## config.mk

```make
export PLATFORM = sky130hd
export DESIGN_NAME = jstk_spi_responder_flat
export DESIGN_NICKNAME = d
export VERILOG_FILES = /design/src/rtl/jstk_spi_responder_pkg.sv /design/src/rtl/jstk_spi_responder_if.sv /design/src/rtl/jstk_spi_responder_sync_edge.sv /design/src/rtl/jstk_spi_responder.sv /design/src/flat_wrapper.sv
export SDC_FILE = /design/constraint.sdc
export NUM_CORES = 1
export LEC_CHECK = 0
export ABC_AREA = 1
export ABC_CLOCK_PERIOD_IN_PS = 1800
export CORE_MARGIN = 5
export CORE_UTILIZATION = 30
export CTS_CLUSTER_DIAMETER = 60
export CTS_CLUSTER_SIZE = 20
export DETAILED_ROUTE_END_ITERATION = 7
export GPL_TIMING_DRIVEN = 0
export PLACE_DENSITY = 0.51
export SYNTH_ARGS = -nofsm -noshare
export SYNTH_HDL_FRONTEND = slang
export SYNTH_SLANG_ARGS = --single-unit
export TNS_END_PERCENT = 1
```

## constraint.sdc

```tcl
create_clock -name clk -period 1.8 [get_ports clk]
set_input_delay 0.45 -clock clk [delete_from_list [all_inputs] [get_ports clk]]
set_output_delay 0.45 -clock clk [all_outputs]
set_load 0.005 [all_outputs]
```

## src/rtl/jstk_spi_responder_pkg.sv

```systemverilog
// Shared constants, state encoding and TX frame packing for the PmodJSTK emulator.
package jstk_pkg;

  localparam logic [5:0]  JSTK_CMD_PREFIX = 6'b100000;
  localparam int unsigned JSTK_FRAME_BITS = 40;

  typedef enum logic [1:0] {
    IDLE,
    SHIFT,
    DONE
  } jstk_state_e;

  // Byte 0 leaves first, so it occupies the top of the shift register.
  function automatic logic [39:0] jstk_frame(input logic [9:0] x, input logic [9:0] y,
                                             input logic [2:0] b);
    return {x[7:0], 6'b0, x[9:8], y[7:0], 6'b0, y[9:8], 5'b0, b};
  endfunction

endpackage

```

## src/rtl/jstk_spi_responder_if.sv

```systemverilog
// SPI pin bundle between the joystick master and the emulated PmodJSTK.
interface jstk_spi_responder_if;

  logic SCLK;
  logic SS;
  logic MOSI;
  logic MISO;

  modport master (
    output SCLK,
    output SS,
    output MOSI,
    input  MISO
  );

  modport slave (
    input  SCLK,
    input  SS,
    input  MOSI,
    output MISO
  );

endinterface

```

## src/rtl/jstk_spi_responder_sync_edge.sv

```systemverilog
// Multi-stage synchronizer for one asynchronous pin plus a rise/fall edge detector.
module sync_edge #(
  parameter int unsigned SYNC_STAGES = 2  // must be at least 2
) (
  input  logic clk,
  input  logic clr,
  input  logic din,
  output logic level,
  output logic rise,
  output logic fall
);

  logic [SYNC_STAGES-1:0] sync_q;
  logic                   prev_q;

  always_ff @(posedge clk or negedge clr) begin
    if (!clr) begin
      sync_q <= '0;
      prev_q <= 1'b0;
    end else begin
      sync_q <= {sync_q[SYNC_STAGES-2:0], din};
      prev_q <= sync_q[SYNC_STAGES-1];
    end
  end

  assign level = sync_q[SYNC_STAGES-1];
  assign rise  = level & ~prev_q;
  assign fall  = ~level & prev_q;

endmodule

```

## src/rtl/jstk_spi_responder.sv

```systemverilog
// SPI slave emulating the PmodJSTK: returns an X/Y/button snapshot and decodes the LED command.
module jstk_spi_responder
  import jstk_pkg::*;
#(
  parameter int unsigned SYNC_STAGES = 2
) (
  input  logic                 clk,
  input  logic                 clr,
  jstk_spi_responder_if.slave  spi,
  input  logic [9:0]           x_val,
  input  logic [9:0]           y_val,
  input  logic [2:0]           btn,
  output logic [1:0]           led_cmd,
  output logic                 cmd_valid,
  output logic                 busy,
  output logic                 frame_done
);

  localparam logic [5:0] FrameBits = 6'(JSTK_FRAME_BITS);
  localparam logic [5:0] CmdLastBit = 6'd7;

  logic sclk_level, sclk_rise, sclk_fall;
  logic ss_level, ss_rise, ss_fall;
  logic mosi_level, mosi_rise, mosi_fall;

  sync_edge #(.SYNC_STAGES(SYNC_STAGES)) u_sync_sclk (
    .clk   (clk),
    .clr   (clr),
    .din   (spi.SCLK),
    .level (sclk_level),
    .rise  (sclk_rise),
    .fall  (sclk_fall)
  );

  sync_edge #(.SYNC_STAGES(SYNC_STAGES)) u_sync_ss (
    .clk   (clk),
    .clr   (clr),
    .din   (spi.SS),
    .level (ss_level),
    .rise  (ss_rise),
    .fall  (ss_fall)
  );

  // MOSI shares the SCLK pipeline depth, so its level is aligned with sclk_rise.
  sync_edge #(.SYNC_STAGES(SYNC_STAGES)) u_sync_mosi (
    .clk   (clk),
    .clr   (clr),
    .din   (spi.MOSI),
    .level (mosi_level),
    .rise  (mosi_rise),
    .fall  (mosi_fall)
  );

  logic unused_sync;
  assign unused_sync = ^{sclk_level, ss_level, mosi_rise, mosi_fall};

  jstk_state_e state_q, state_d;
  logic [39:0] tx_q, tx_d;
  logic [5:0]  cnt_q, cnt_d;
  logic [7:0]  rx_q, rx_d;
  logic [1:0]  led_q, led_d;
  logic        miso_q, miso_d;
  logic        cmd_valid_q, cmd_valid_d;
  logic        frame_done_q, frame_done_d;

  always_ff @(posedge clk or negedge clr) begin
    if (!clr) begin
      state_q      <= IDLE;
      tx_q         <= '0;
      cnt_q        <= '0;
      rx_q         <= '0;
      led_q        <= 2'b00;
      miso_q       <= 1'b0;
      cmd_valid_q  <= 1'b0;
      frame_done_q <= 1'b0;
    end else begin
      state_q      <= state_d;
      tx_q         <= tx_d;
      cnt_q        <= cnt_d;
      rx_q         <= rx_d;
      led_q        <= led_d;
      miso_q       <= miso_d;
      cmd_valid_q  <= cmd_valid_d;
      frame_done_q <= frame_done_d;
    end
  end

  always_comb begin
    state_d      = state_q;
    tx_d         = tx_q;
    cnt_d        = cnt_q;
    rx_d         = rx_q;
    led_d        = led_q;
    miso_d       = miso_q;
    cmd_valid_d  = 1'b0;
    frame_done_d = 1'b0;

    unique case (state_q)
      IDLE: begin
        miso_d = 1'b0;
        if (ss_fall) begin
          tx_d    = jstk_frame(x_val, y_val, btn);
          miso_d  = tx_d[39];
          cnt_d   = '0;
          rx_d    = '0;
          state_d = SHIFT;
        end
      end
      SHIFT: begin
        // SS rise takes priority and swallows any coincident SCLK edge.
        if (ss_rise) begin
          miso_d  = 1'b0;
          state_d = IDLE;
        end else if (sclk_rise) begin
          rx_d  = {rx_q[6:0], mosi_level};
          cnt_d = cnt_q + 6'd1;
          if (cnt_q == CmdLastBit && rx_d[7:2] == JSTK_CMD_PREFIX) begin
            led_d       = rx_d[1:0];
            cmd_valid_d = 1'b1;
          end
          if (cnt_d == FrameBits) begin
            miso_d       = 1'b0;
            frame_done_d = 1'b1;
            state_d      = DONE;
          end
        end else if (sclk_fall) begin
          tx_d   = {tx_q[38:0], 1'b0};
          miso_d = tx_q[38];
        end
      end
      DONE: begin
        miso_d = 1'b0;
        if (ss_rise) begin
          state_d = IDLE;
        end
      end
      default: begin
        miso_d  = 1'b0;
        state_d = IDLE;
      end
    endcase
  end

  assign spi.MISO   = miso_q;
  assign led_cmd    = led_q;
  assign cmd_valid  = cmd_valid_q;
  assign frame_done = frame_done_q;
  assign busy       = (state_q != IDLE);

endmodule

```

## src/flat_wrapper.sv

```systemverilog
// flat-port wrapper written by rule: the top's interface ports become plain ports
module jstk_spi_responder_flat import jstk_pkg::*;
#(
  parameter int unsigned SYNC_STAGES = 2
)
  (clk, clr, x_val, y_val, btn, led_cmd, cmd_valid, busy, frame_done, spi_SCLK, spi_SS, spi_MOSI, spi_MISO);
  jstk_spi_responder_if spi_i ();
  input  logic clk;
  input  logic clr;
  input  logic [9:0] x_val;
  input  logic [9:0] y_val;
  input  logic [2:0] btn;
  output logic [1:0] led_cmd;
  output logic cmd_valid;
  output logic busy;
  output logic frame_done;
  input wire logic [$bits(spi_i.SCLK)-1:0] spi_SCLK;
  input wire logic [$bits(spi_i.SS)-1:0] spi_SS;
  input wire logic [$bits(spi_i.MOSI)-1:0] spi_MOSI;
  output wire logic [$bits(spi_i.MISO)-1:0] spi_MISO;
  assign spi_i.SCLK = spi_SCLK;
  assign spi_i.SS = spi_SS;
  assign spi_i.MOSI = spi_MOSI;
  assign spi_MISO = spi_i.MISO;
  jstk_spi_responder #(.SYNC_STAGES(SYNC_STAGES)) u_core (.clk(clk), .clr(clr), .spi(spi_i), .x_val(x_val), .y_val(y_val), .btn(btn), .led_cmd(led_cmd), .cmd_valid(cmd_valid), .busy(busy), .frame_done(frame_done));
endmodule
```

-- After elaboration in Yosys (flattened, before gate mapping)
Cells that the tools add are included.
- memories kept: 0
- input port bits: 28
- bits in registers: 67
- latch bits: 0
- word-level logic and storage cells: 80
- bits in read-only memories: 0
- bits in writable memories: 0
- output and inout bits: 6
- equal/unequal tests: 15
- divide/modulo/power cells: 0
- shift-type cells: 0
- reductions and logical operators: 9
- $mul: 0
- bitwise logic cells: 9
- muxes and demuxes: 33
- $lt $le $gt $ge: 0
- $add $sub $neg: 1
- operators with widths (operator ; count):
    $mux W39 ; 4
    $pmux W39 S2 ; 1
    $mux W7 ; 3
    $mux W6 ; 3
    $pmux W7 S2 ; 1
    $mux W1 ; 13
    $eq A6 B6 Y1 const B ; 2
    $pmux W6 S2 ; 1
    $reduce_and A4 Y1 ; 3
    $mux W2 ; 5
    $ne A2 B1 Y1 const B ; 4
    $add A6 B1 Y6 const B ; 1
    $eq A6 B3 Y1 const B ; 1
    $ne A3 B1 Y1 const B ; 2
    $pmux W2 S3 ; 1
    $not A1 Y1 ; 5
    $reduce_and A5 Y1 ; 1
    $and A1 B1 Y1 ; 4
    $ne A2 B2 Y1 const B ; 2
    $ne A4 B1 Y1 const B ; 1
    $ne A4 B4 Y1 const B ; 1
    $reduce_bool A2 Y1 ; 2
    $eq A2 B1 Y1 const B ; 1
    $eq A2 B2 Y1 const B ; 1
    4 further kinds ; 4

-- Longest topological paths before layout
- word-level depth: 6
- depth in mapped cells: 11

-- Hierarchy
Synthesis repeated with hierarchy kept, for this count alone.
- cell total of the unflattened synthesis: 333
- area total of the unflattened synthesis: 2922.8 µm²
- by module, submodules not included (module ; instances ; sequential area each (µm²) ; area each (µm²) ; cells each):
    jstk_spi_responder ; 1 ; 1476.4 ; 2652.5 ; 312
    sync_edge ; 3 ; 75.1 ; 90.1 ; 7

-- Worst setup path before layout
Ideal clock, no wire load.
- path kind: register to register
- start: reg u_core.u_sync_sclk.prev_q
- end: reg u_core.tx_q[12]
- path buffers: 1
- path slack: 0.274 ns
- data required time: 1.674 ns
- period minus slack after synthesis: 1.526 ns
- stages on the path, launching flop included: 9
- setup time: 0.126 ns
- arrival time: 1.399 ns
- cell sequence: dfrtp_1 -> inv_1 -> ha_1 -> inv_1 -> a21oi_1 -> nor2_1 -> nand2_1 -> buf_4 -> o22ai_1
- cells in the longest elaborated chain, start to end: 4
- elaborated cells between the ends (all ways): 6
- ends and longest elaborated chain (element ; RTL line ; source):
    start, declared ; jstk_spi_responder_sync_edge.sv:14 ; logic prev_q;
    start signal, assigned ; jstk_spi_responder_sync_edge.sv:22 ; prev_q <= sync_q[SYNC_STAGES-1];
    $not A1 Y1 ; jstk_spi_responder_sync_edge.sv:27 ; assign rise = level & ~prev_q;
    $and A1 B1 Y1 ; jstk_spi_responder_sync_edge.sv:27 ;
    $ne A2 B2 Y1 (no line) ; - ;
    $reduce_and A5 Y1 (no line) (*) ; - ;
    end signal, assigned ; jstk_spi_responder.sv:78 ; tx_q <= tx_d;
    end, declared ; jstk_spi_responder.sv:58 ; logic [39:0] tx_q, tx_d;
Every way passes the cells marked *; elsewhere a longest branch is shown, timed or not.
A chain may end at the register's enable or synchronous reset.

-- Worst setup path in the final report
- start: reg u_core.state_q[1]
- end: out busy
- cells in the longest elaborated chain, start to end: 1
- ends and longest elaborated chain (element ; RTL line ; source):
    start, declared ; jstk_spi_responder.sv:57 ; jstk_state_e state_q, state_d;
    start signal, assigned ; jstk_spi_responder.sv:77 ; state_q <= state_d;
    $reduce_bool A2 Y1 ; jstk_spi_responder.sv:148 ; assign busy = (state_q != IDLE);
    end, declared ; flat_wrapper.sv:15 ; output logic busy;
No other way between the ends.

==> results.md <==
- Largest net degree at the start of global routing: 68
- Cells after Synth: 326
- DP HPWL: 4060 µm
- DIE AREA: 11700 µm²
- Initial Util: 31.0%
- Worst-Skew Late Latency: 0.34 ns
- Cell Rows: 35
- Crit path arrival time: 1.21 ns
- Ant diodes: 0
- Worst hold slack: 0.212 ns
- Synth cell types: 24
- Antenna viol nets, final: 0
- Die Wd: 108 µm
- Average footprint of a synthesized cell: 8.88 µm²
- Final setup violation count: 0
- Register area share after synthesis: 57.9%
- Final hold vios: 0
- MaxCap Viol Count: 0
- CTS Buf Count: 9
- Seq cells post-synth: 67
- Vias: 2213
- GRT Overall Usage: 10.8%
- Sequential Area: 1680 µm²
- H-tree Lvls: 3
- Min setup slack post-route: 0.137 ns
- Least-Margin Pin Slew: 0.851 ns
- PortBufs: 33
- Reg2Reg Setup Slack: 0.14 ns
- CTS clk-pin slew, worst paths: 0.07 ns
- Dpl cells: 488
- Setup TNS Final: 0 ns
- I/O pin total: 34
- Clock tree buffer depth: 2
- Fmax: 601 MHz
- Final std cells w/o fill: 506
- Worst setup SP type: flip-flop
- Layout Nets: 404
- Area of the multi-input gates: 923 µm²
- Yosys warnings: 0
- Crit path capture type: primary output
- Max Slew Vio Count: 0
- Min cycle time layout: 1.66 ns
- Final worst-path cycle share: 92.4%
- Crit Path Class: reg2out
- Worst vdd ir: 0.000310 V
- Die Ht: 108 µm
- Worst reg-to-reg path cell count: 6
- Post-route DRC: 0
- Wire length of the first global-routing pass: 10000 µm
- Netlist Area Pre-Place: 2890 µm²
- Worst EP required: 1.35 ns
- CTS tree: done
- CTS root buf: clkbuf_8
- DR vias/cell: 4.37
- Power per Cell Area: 981 nW/µm²
- Fin util: 38.4%
- Num Clock Sinks: 67
- Wire per inst: 11.9 µm
- Leak: 0.00166 µW
- Final Skew: 0.00980 ns
- Number of global-route vias before repair: 2138
- Initial DRC count: 110
- Worst Hold Class: in2async
- Slew headroom: 43.2%
- Placement-stage worst setup slack: 0.00953 ns
- Hold Buf Count CTS: 0
- GPL Wtd Cong: 0.754
- Routed wire length: 6020 µm
- Worst Path Max Fanout: 5
- RSZ-0062 raised after global routing: true
- Syn nets: 358
- Number of detailed-route iterations in the first pass: 4
- Initial antenna violation count: 0
- Fillers: 957
- FF-to-FF End: u_core.tx_q[27]
- Core ar.: 9330 µm²
- Status: complete, no violations
- Share of cells above drive strength 1: 8.49%
- RR Startpoint: u_core.state_q[0]
- Total grt overflow: 0
- Synth-to-Final Area Change: 23.8%
==> metrics by stage <==
step	cell area, µm²	power, µW
2_1_floorplan	2890	2200
5_1_grt	3580	3750
3_5_place_dp	3380	2430
3_3_place_gp	3390	2430
4_1_cts	3570	3570
6_report	3580	3510
==> what timing repair did <==
action / CTS / global route
setup buffers: 2 / 0
resized for setup: 2 / 4
endpoints found under the setup margin: 11 / 22
hold endpoints to repair: 0 / 0
==> area by class of cell <==
type	count	area share [%]
clock inverter	2	0.279
buffer	13	1.71
inverter	65	6.81
multi-input combinational	181	25.8
tap	129	4.51
sequential	67	46.8
clock buffer	14	4.54
timing repair buffer	35	9.54
==> Yosys cell counts <==
| cell | number | area share (%) |
|---|---|---|
| clkbuf_1 | 5 | 0.65 |
| o22ai_1 | 27 | 5.8 |
| buf_2 | 5 | 0.86 |
| clkbuf_2 | 2 | 0.35 |
| nand2_1 | 65 | 8.4 |
| nand4_1 | 4 | 0.86 |
| dfrtp_1 | 67 | 58 |
| o22ai_2 | 1 | 0.43 |
| o21ai_0 | 47 | 8.1 |
| o32ai_1 | 1 | 0.30 |
| nor3_4 | 1 | 0.56 |
| clkinv_1 | 1 | 0.13 |
| nor4_1 | 1 | 0.22 |
| inv_2 | 1 | 0.13 |
| nor2_1 | 9 | 1.2 |
| nor3_1 | 2 | 0.35 |
| o21bai_1 | 2 | 0.52 |
| o21ai_1 | 1 | 0.17 |
| nand3_1 | 11 | 1.9 |
| a21oi_1 | 4 | 0.69 |
| buf_4 | 1 | 0.26 |
| nand2_2 | 1 | 0.22 |
| ha_1 | 4 | 1.7 |
| inv_1 | 63 | 8.2 |
==> cell usage in the layout (no fill, tap or decap), types with 2 or more instances in the layout <==
cell              n
o21bai_1          2
clkbuf_8         11
o22ai_1          27
nand4_1           4
nand2_1          64
nor2_1            9
nand3_1          11
clkinv_2          2
inv_1            63
o21ai_0          47
buf_4             4
dfrtp_1          66
buf_2             6
ha_1              4
clkbuf_1          8
nand2_2           2
clkdlybuf4s50_1  31
a21oi_1           3
==> worst max-delay path: stages (launching register included) <==
cell and delay (ns):
dfrtp_1 0.40, inv_2 0.10, nand2_1 0.10, dlygate4sd2_1 0.28
==> cells by family (layout without fill, tap and decap cells) <==
| family | after synthesis | in the layout | synth area share, % |
|---|---|---|---|
| fa+ha+maj | 4 | 4 | 1.73 |
| compound gates | 83 | 83 | 16.1 |
| simple gates | 94 | 94 | 13.7 |
| flops | 67 | 67 | 57.9 |
| buf+inv | 78 | 129 | 10.5 |
==> power breakdown <==
part           switching, µW  total (µW)  internal, µW
combinational            381         617           236
clock                    534        1110           573
sequential              79.0        1790          1710
total                    994        3510          2520
==> worst max-delay path by stage <==
| stage | startpoint | end | slack, ns | cells past startpoint |
|---|---|---|---|---|
| finish | u_core.state_q[1] | busy | 0.14 | 3 |
| global route | u_core.state_q[0] | u_core.tx_q[26] | -0.01 | 6 |
| CTS | u_core.state_q[0] | u_core.cnt_q[4] | 0.02 | 6 |
| detailed placement | u_core.u_sync_sclk.prev_q | u_core.tx_q[27] | 0.01 | 8 |
| global placement | clr | u_core.tx_q[20] | -2.07 | 1 |
| floorplan | u_core.u_sync_sclk.prev_q | u_core.tx_q[12] | 0.27 | 8 |
==> state kept, by name, summed over array words and instances, names as in the netlist <==
name	cells
u_core.rx_q	7
u_core.state_q	2
u_core.cmd_valid	1
u_core.cnt_q	6
u_core.frame_done	1
u_core.u_sync_mosi.sync_q	2
u_core.tx_q	39
u_core.led_cmd	2
u_core.spi.MISO	1
u_core.u_sync_sclk.sync_q	2
u_core.u_sync_ss.prev_q	1
u_core.u_sync_sclk.prev_q	1
u_core.u_sync_ss.sync_q	2
==> routing by layer <==
| metal | wire (µm) | vias to the layer above | global-route usage [%] |
|---|---|---|---|
| met5 | 0 | - | 0 |
| met4 | 66 | 0 | 4.69 |
| met3 | 242 | 5 | 3.28 |
| met2 | 2670 | 40 | 15.5 |
| met1 | 3040 | 1026 | 15.2 |
| li1 | - | 1142 | - |
(Power assumes the default switching activity.)
==> RTL edit 1 (same settings) <==
`SYNC_STAGES` is set to 2 in 3 places; all go to 4.
--- a/src/rtl/jstk_spi_responder_sync_edge.sv
+++ b/src/rtl/jstk_spi_responder_sync_edge.sv
@@ -1,6 +1,6 @@
 // Multi-stage synchronizer for one asynchronous pin plus a rise/fall edge detector.
 module sync_edge #(
-  parameter int unsigned SYNC_STAGES = 2  // must be at least 2
+  parameter int unsigned SYNC_STAGES = 4  // must be at least 2
 ) (
   input  logic clk,
   input  logic clr,
--- a/src/rtl/jstk_spi_responder.sv
+++ b/src/rtl/jstk_spi_responder.sv
@@ -2,7 +2,7 @@
 module jstk_spi_responder
   import jstk_pkg::*;
 #(
-  parameter int unsigned SYNC_STAGES = 2
+  parameter int unsigned SYNC_STAGES = 4
 ) (
   input  logic                 clk,
   input  logic                 clr,
--- a/src/flat_wrapper.sv
+++ b/src/flat_wrapper.sv
@@ -1,7 +1,7 @@
 // flat-port wrapper written by rule: the top's interface ports become plain ports
 module jstk_spi_responder_flat import jstk_pkg::*;
 #(
-  parameter int unsigned SYNC_STAGES = 2
+  parameter int unsigned SYNC_STAGES = 4
 )
   (clk, clr, x_val, y_val, btn, led_cmd, cmd_valid, busy, frame_done, spi_SCLK, spi_SS, spi_MOSI, spi_MISO);
   jstk_spi_responder_if spi_i ();
Function: changed (a bounded check fails within 10 cycles, from zero or initial values).
==> RTL edit 1 against the unedited design <==
  * Highest routed layer unchanged
  * Setup slack worse by 0.067 ns
  * Routed wire length up 9.0%
  * Critical path depth up 5
  * Final area up 7.5%
  * Synthesized area up 5.3%
  * Largest cell class unchanged
  * Count of clock-buffer cells in the layout down 4
  * Sequential cell count up 6
Power is not compared: it rests on default switching activity, and its combinational part moved more than twofold at a synthesized area within 25%.
==> RTL edit 1: results (changes against the unedited design) <==
- Setup Skew: 0.009466 ns (was 0.009803 ns)
- Layout cell share with drive strength beyond 1: 10.70% (was 8.488%)
- CTS sink count: 73 (was 67)
- Layout net count: 401 (was 404)
- FF-to-FF End: u_core.tx_q[3]$_DFFE_PN0P_ (was u_core.tx_q[27]$_DFFE_PN0P_)
- Sequential share of cell area: 47.48% (was 46.84%)
- WHS: 0.3507 ns (was 0.2117 ns)
- Met3 wire len: 228 um (was 242 um)
- Dpl hpwl: 4437 um (was 4057 um)
- Fmax: 0.5781 GHz (was 0.6014 GHz)
- Vias in the first global route: 2,260 (was 2,138)
- Dpl cells: 486 (was 488)
- Signal buf overhead: 12.06% (was 11.25%)
- Multi-In Gates: 166 (was 181)
- Hold crit path type: reg -> reg (was in -> async)
- Routed WL: 6554 um (was 6015 um)
- Inverters: 67 (was 65)
- R2R depth: 8 (was 6)
- Met3 Usage GRT: 2.893% (was 3.284%)
- DR WL/cell: 12.93 um (was 11.89 um)
- Placed Area: 3568 sq um (was 3383 sq um)
- Synth area leaders: dfrtp_1 (60%), inv_1 (8.1%), nand2_1 (6.4%) (was dfrtp_1 (58%), nand2_1 (8.4%), inv_1 (8.2%))
- Slew margin rel.: 60.27% (was 43.25%)
- Clock-cell share: 5.460% (was 4.820%)
- Gpl congestion: 0.7845 (was 0.7540)
- Fraction of area in multi-input gates: 24.15% (was 25.78%)
- Syn_nets: 351 (was 358)
- Iteration-0 DRC Markers: 94 (was 110)
- WL met1: 3250 um (was 3035 um)
- Global Route Usage Sum: 11.31% (was 10.83%)
- DP Worst Slack: -0.1471 ns (was 0.009527 ns)
- Die Area: 12,270 sq um (was 11,710 sq um)
- WP data arrival: 1.95 ns (was 1.21 ns)
- Most frequent cells after synthesis: dfrtp_1 (73), inv_1 (66), nand2_1 (52) (was dfrtp_1 (67), nand2_1 (65), inv_1 (63))
- Status: complete, no violations (unchanged)
- Reg-to-reg setup timing slack: 0.07 ns (was 0.14 ns)
- Clock buffer count: 10 (was 14)
- Largest net degree at the start of global routing: 52 (was 68)
- Post-synthesis sequential area ratio: 59.96% (was 57.93%)
==> RTL edit 1: changes by cell type in the layout (fill, tap and decap cells not counted), moves of 3 or more <==
cell / change
nor2_1: -4
inv_1: +3
o211ai_1: +21
buf_4: +4
nand2_1: -14
dfrtp_1: +6
o21ai_0: -28
clkbuf_1: -4
o21ai_1: +10
==> RTL edit 1: timing repair <==
action                     in CTS  in global routing
hold endpoints to repair       13                  0
buffers inserted                4                  0
hold buffers                    1                  0
pin swaps                       1                  0
gates resized for setup         6                  6
gates cloned                    0                  0
setup endpoints to repair      11                 53
==> RTL edit 1: critical path: stages (launching register included) <==
cell	delay [ns]
dfrtp_1	0.38
inv_1	0.06
ha_1	0.21
inv_1	0.10
a21oi_1	0.27
a21oi_1	0.10
nand3_2	0.17
clkbuf_4	0.24
o22ai_1	0.09
==> RTL edit 1: cell families after synthesis <==
group	Yosys count	share of synthesized area [%]
compound gates	81	16.39
buf+inv	80	10.43
simple gates	80	11.29
flops	73	59.96
fa+ha+maj	4	1.643
xor+xnor	1	0.2875
==> RTL edit 2 (same flow settings) <==
Without the edit above. Take the reset off `tx_q` and `rx_q` and load them in a clocked block of their own.
--- a/src/rtl/jstk_spi_responder.sv
+++ b/src/rtl/jstk_spi_responder.sv
@@ -66,23 +66,24 @@
   always_ff @(posedge clk or negedge clr) begin
     if (!clr) begin
       state_q      <= IDLE;
-      tx_q         <= '0;
       cnt_q        <= '0;
-      rx_q         <= '0;
       led_q        <= 2'b00;
       miso_q       <= 1'b0;
       cmd_valid_q  <= 1'b0;
       frame_done_q <= 1'b0;
     end else begin
       state_q      <= state_d;
-      tx_q         <= tx_d;
       cnt_q        <= cnt_d;
-      rx_q         <= rx_d;
       led_q        <= led_d;
       miso_q       <= miso_d;
       cmd_valid_q  <= cmd_valid_d;
       frame_done_q <= frame_done_d;
     end
+  end
+
+  always_ff @(posedge clk) begin
+    tx_q <= tx_d;
+    rx_q <= rx_d;
   end
 
   always_comb begin
Behaviour: same outputs for any inputs over 10 cycles, from zero or initial values; that may be too few to reach the edited logic, so the function may still have changed.
==> RTL edit 2 against the unedited design <==
  * Sequential cell count did not move
  * Core utilization barely moved
  * Die area fell by 2.6%
  * Clock power rose by 13%
  * Final area fell by 1.3%
  * Setup slack got worse by 0.029 ns
  * Power rose by 27%
  * Synthesized area fell by 2.9%
  * Via count fell by 16%
  * Routed wire length fell by 11%
  * Sequential share of layout area rose by 7.1 points
==> RTL edit 2: results (changes against the unedited design) <==
- Status: complete, no violations (unchanged)
- Iteration-0 DRC Markers: 74 (was 110)
- Layout cell share with drive strength beyond 1: 10.40% (was 8.488%)
- Peak per-stage delay on the critical path: 0.43 ns (was 0.40 ns)
- Leakage: 1.559 nW (was 1.657 nW)
- WP data arrival: 1.24 ns (was 1.21 ns)
- Slew margin rel.: 36.54% (was 43.25%)
- R2R depth: 7 (was 6)
- Synth area leaders: edfxtp_1 (49%), dfrtp_1 (19%), nand2_1 (13%) (was dfrtp_1 (58%), nand2_1 (8.4%), inv_1 (8.2%))
- Worst VDD drop: 0.0004185 V (was 0.0003096 V)
- Layout net count: 354 (was 404)
- Largest net degree at the start of global routing: 40 (was 68)
- Most frequent cells after synthesis: nand2_1 (94), edfxtp_1 (46), inv_1 (39) (was dfrtp_1 (67), nand2_1 (65), inv_1 (63))
- Vias in the first global route: 1,881 (was 2,138)
- Reg-to-reg setup timing slack: 0.12 ns (was 0.14 ns)
- Fillers: 942 (was 957)
- First-pass GRT wire length: 9032 um (was 9998 um)
- FFs w/ async S/R, synth: 31.34% (was 100.0%)
- Dpl hpwl: 3509 um (was 4057 um)
- Via density per instance: 4.219 (was 4.374)
- Fmax: 0.5912 GHz (was 0.6014 GHz)
- Post-synthesis sequential area ratio: 67.85% (was 57.93%)
- Dpl cells: 419 (was 488)
- Synth cell types: 22 (was 24)
- Final Non-Filler Cells: 438 (was 506)
- Setup Skew: 0.007445 ns (was 0.009803 ns)
- DP Worst Slack: -0.2361 ns (was 0.009527 ns)
- Mapped Cells: 275 (was 326)
- Routed WL: 5346 um (was 6015 um)
- FF-to-FF End: u_core.tx_q[0]$_SDFFCE_PP0P_ (was u_core.tx_q[27]$_DFFE_PN0P_)
- Number of flops mapped to enable cells by yosys: 46 (was 0)
- Syn_nets: 307 (was 358)
- Gpl congestion: 0.7323 (was 0.7540)
- WHS: 0.3521 ns (was 0.2117 ns)
==> RTL edit 2: cell count changes after synthesis, sizes merged, moves of 5 or more <==
cell | unedited run | this run
o22ai | 28 | 1
nor2 | 9 | 34
dfrtp | 67 | 21
nand2 | 66 | 96
o21ai | 48 | 8
edfxtp | 0 | 46
clkbuf | 7 | 2
inv | 64 | 42
==> RTL edit 2: cell type report <==
class	instances	area [sq um]	area share, %
Buffer	6	27.53	0.7785
Clock buffer	12	145.1	4.105
Tap cell	111	138.9	3.928
Sequential cell	67	1907	53.93
Multi-Input combinational cell	161	753.2	21.30
Timing Repair Buffer	35	356.6	10.08
Clock inverter	4	50.05	1.415
Inverter	42	157.7	4.459
==> RTL edit 2: cells by family (layout without fill, tap and decap cells) <==
logic type / after synthesis / count (layout) / share of synthesized area [%]
AOI/OAI and AO/OA: 11 / 11 / 2.092
xor gates and xnor gates: 1 / 1 / 0.3117
adders and majority gates: 4 / 4 / 1.781
buffers and inverters: 48 / 99 / 6.590
DFF: 67 / 67 / 67.85
and+or+nand+nor: 144 / 145 / 21.37
==> RTL edit 2: where the power goes <==
part           switching, W  internal [W]
clock network      0.000570      0.000676
logic              0.000707      0.000361
registers          0.000105       0.00206
==> RTL edit 2: metal layers <==
layer,vias to the layer above,share of wire [%],GRT usage [%]
met2,43,43,14.39
met1,840,50,13.77
met4,0,1.2,2.740
met3,6,6.1,4.816
met5,-,0,0
li1,959,-,-
==> RTL edit 2: what timing repair did <==
item	4_1_cts	5_1_grt
endpoints found under the setup margin	40	33
resized for setup	4	1
hold buffers	0	0
pin swaps	1	2
setup buffers	1	1
gates cloned	0	1
==> RTL edit 2: worst max-delay path: cells and delay by family, from the launching register on <==
family	cells	cell delay [ns]
buf+inv	2	0.32
flops	1	0.43
simple gates	1	0.15
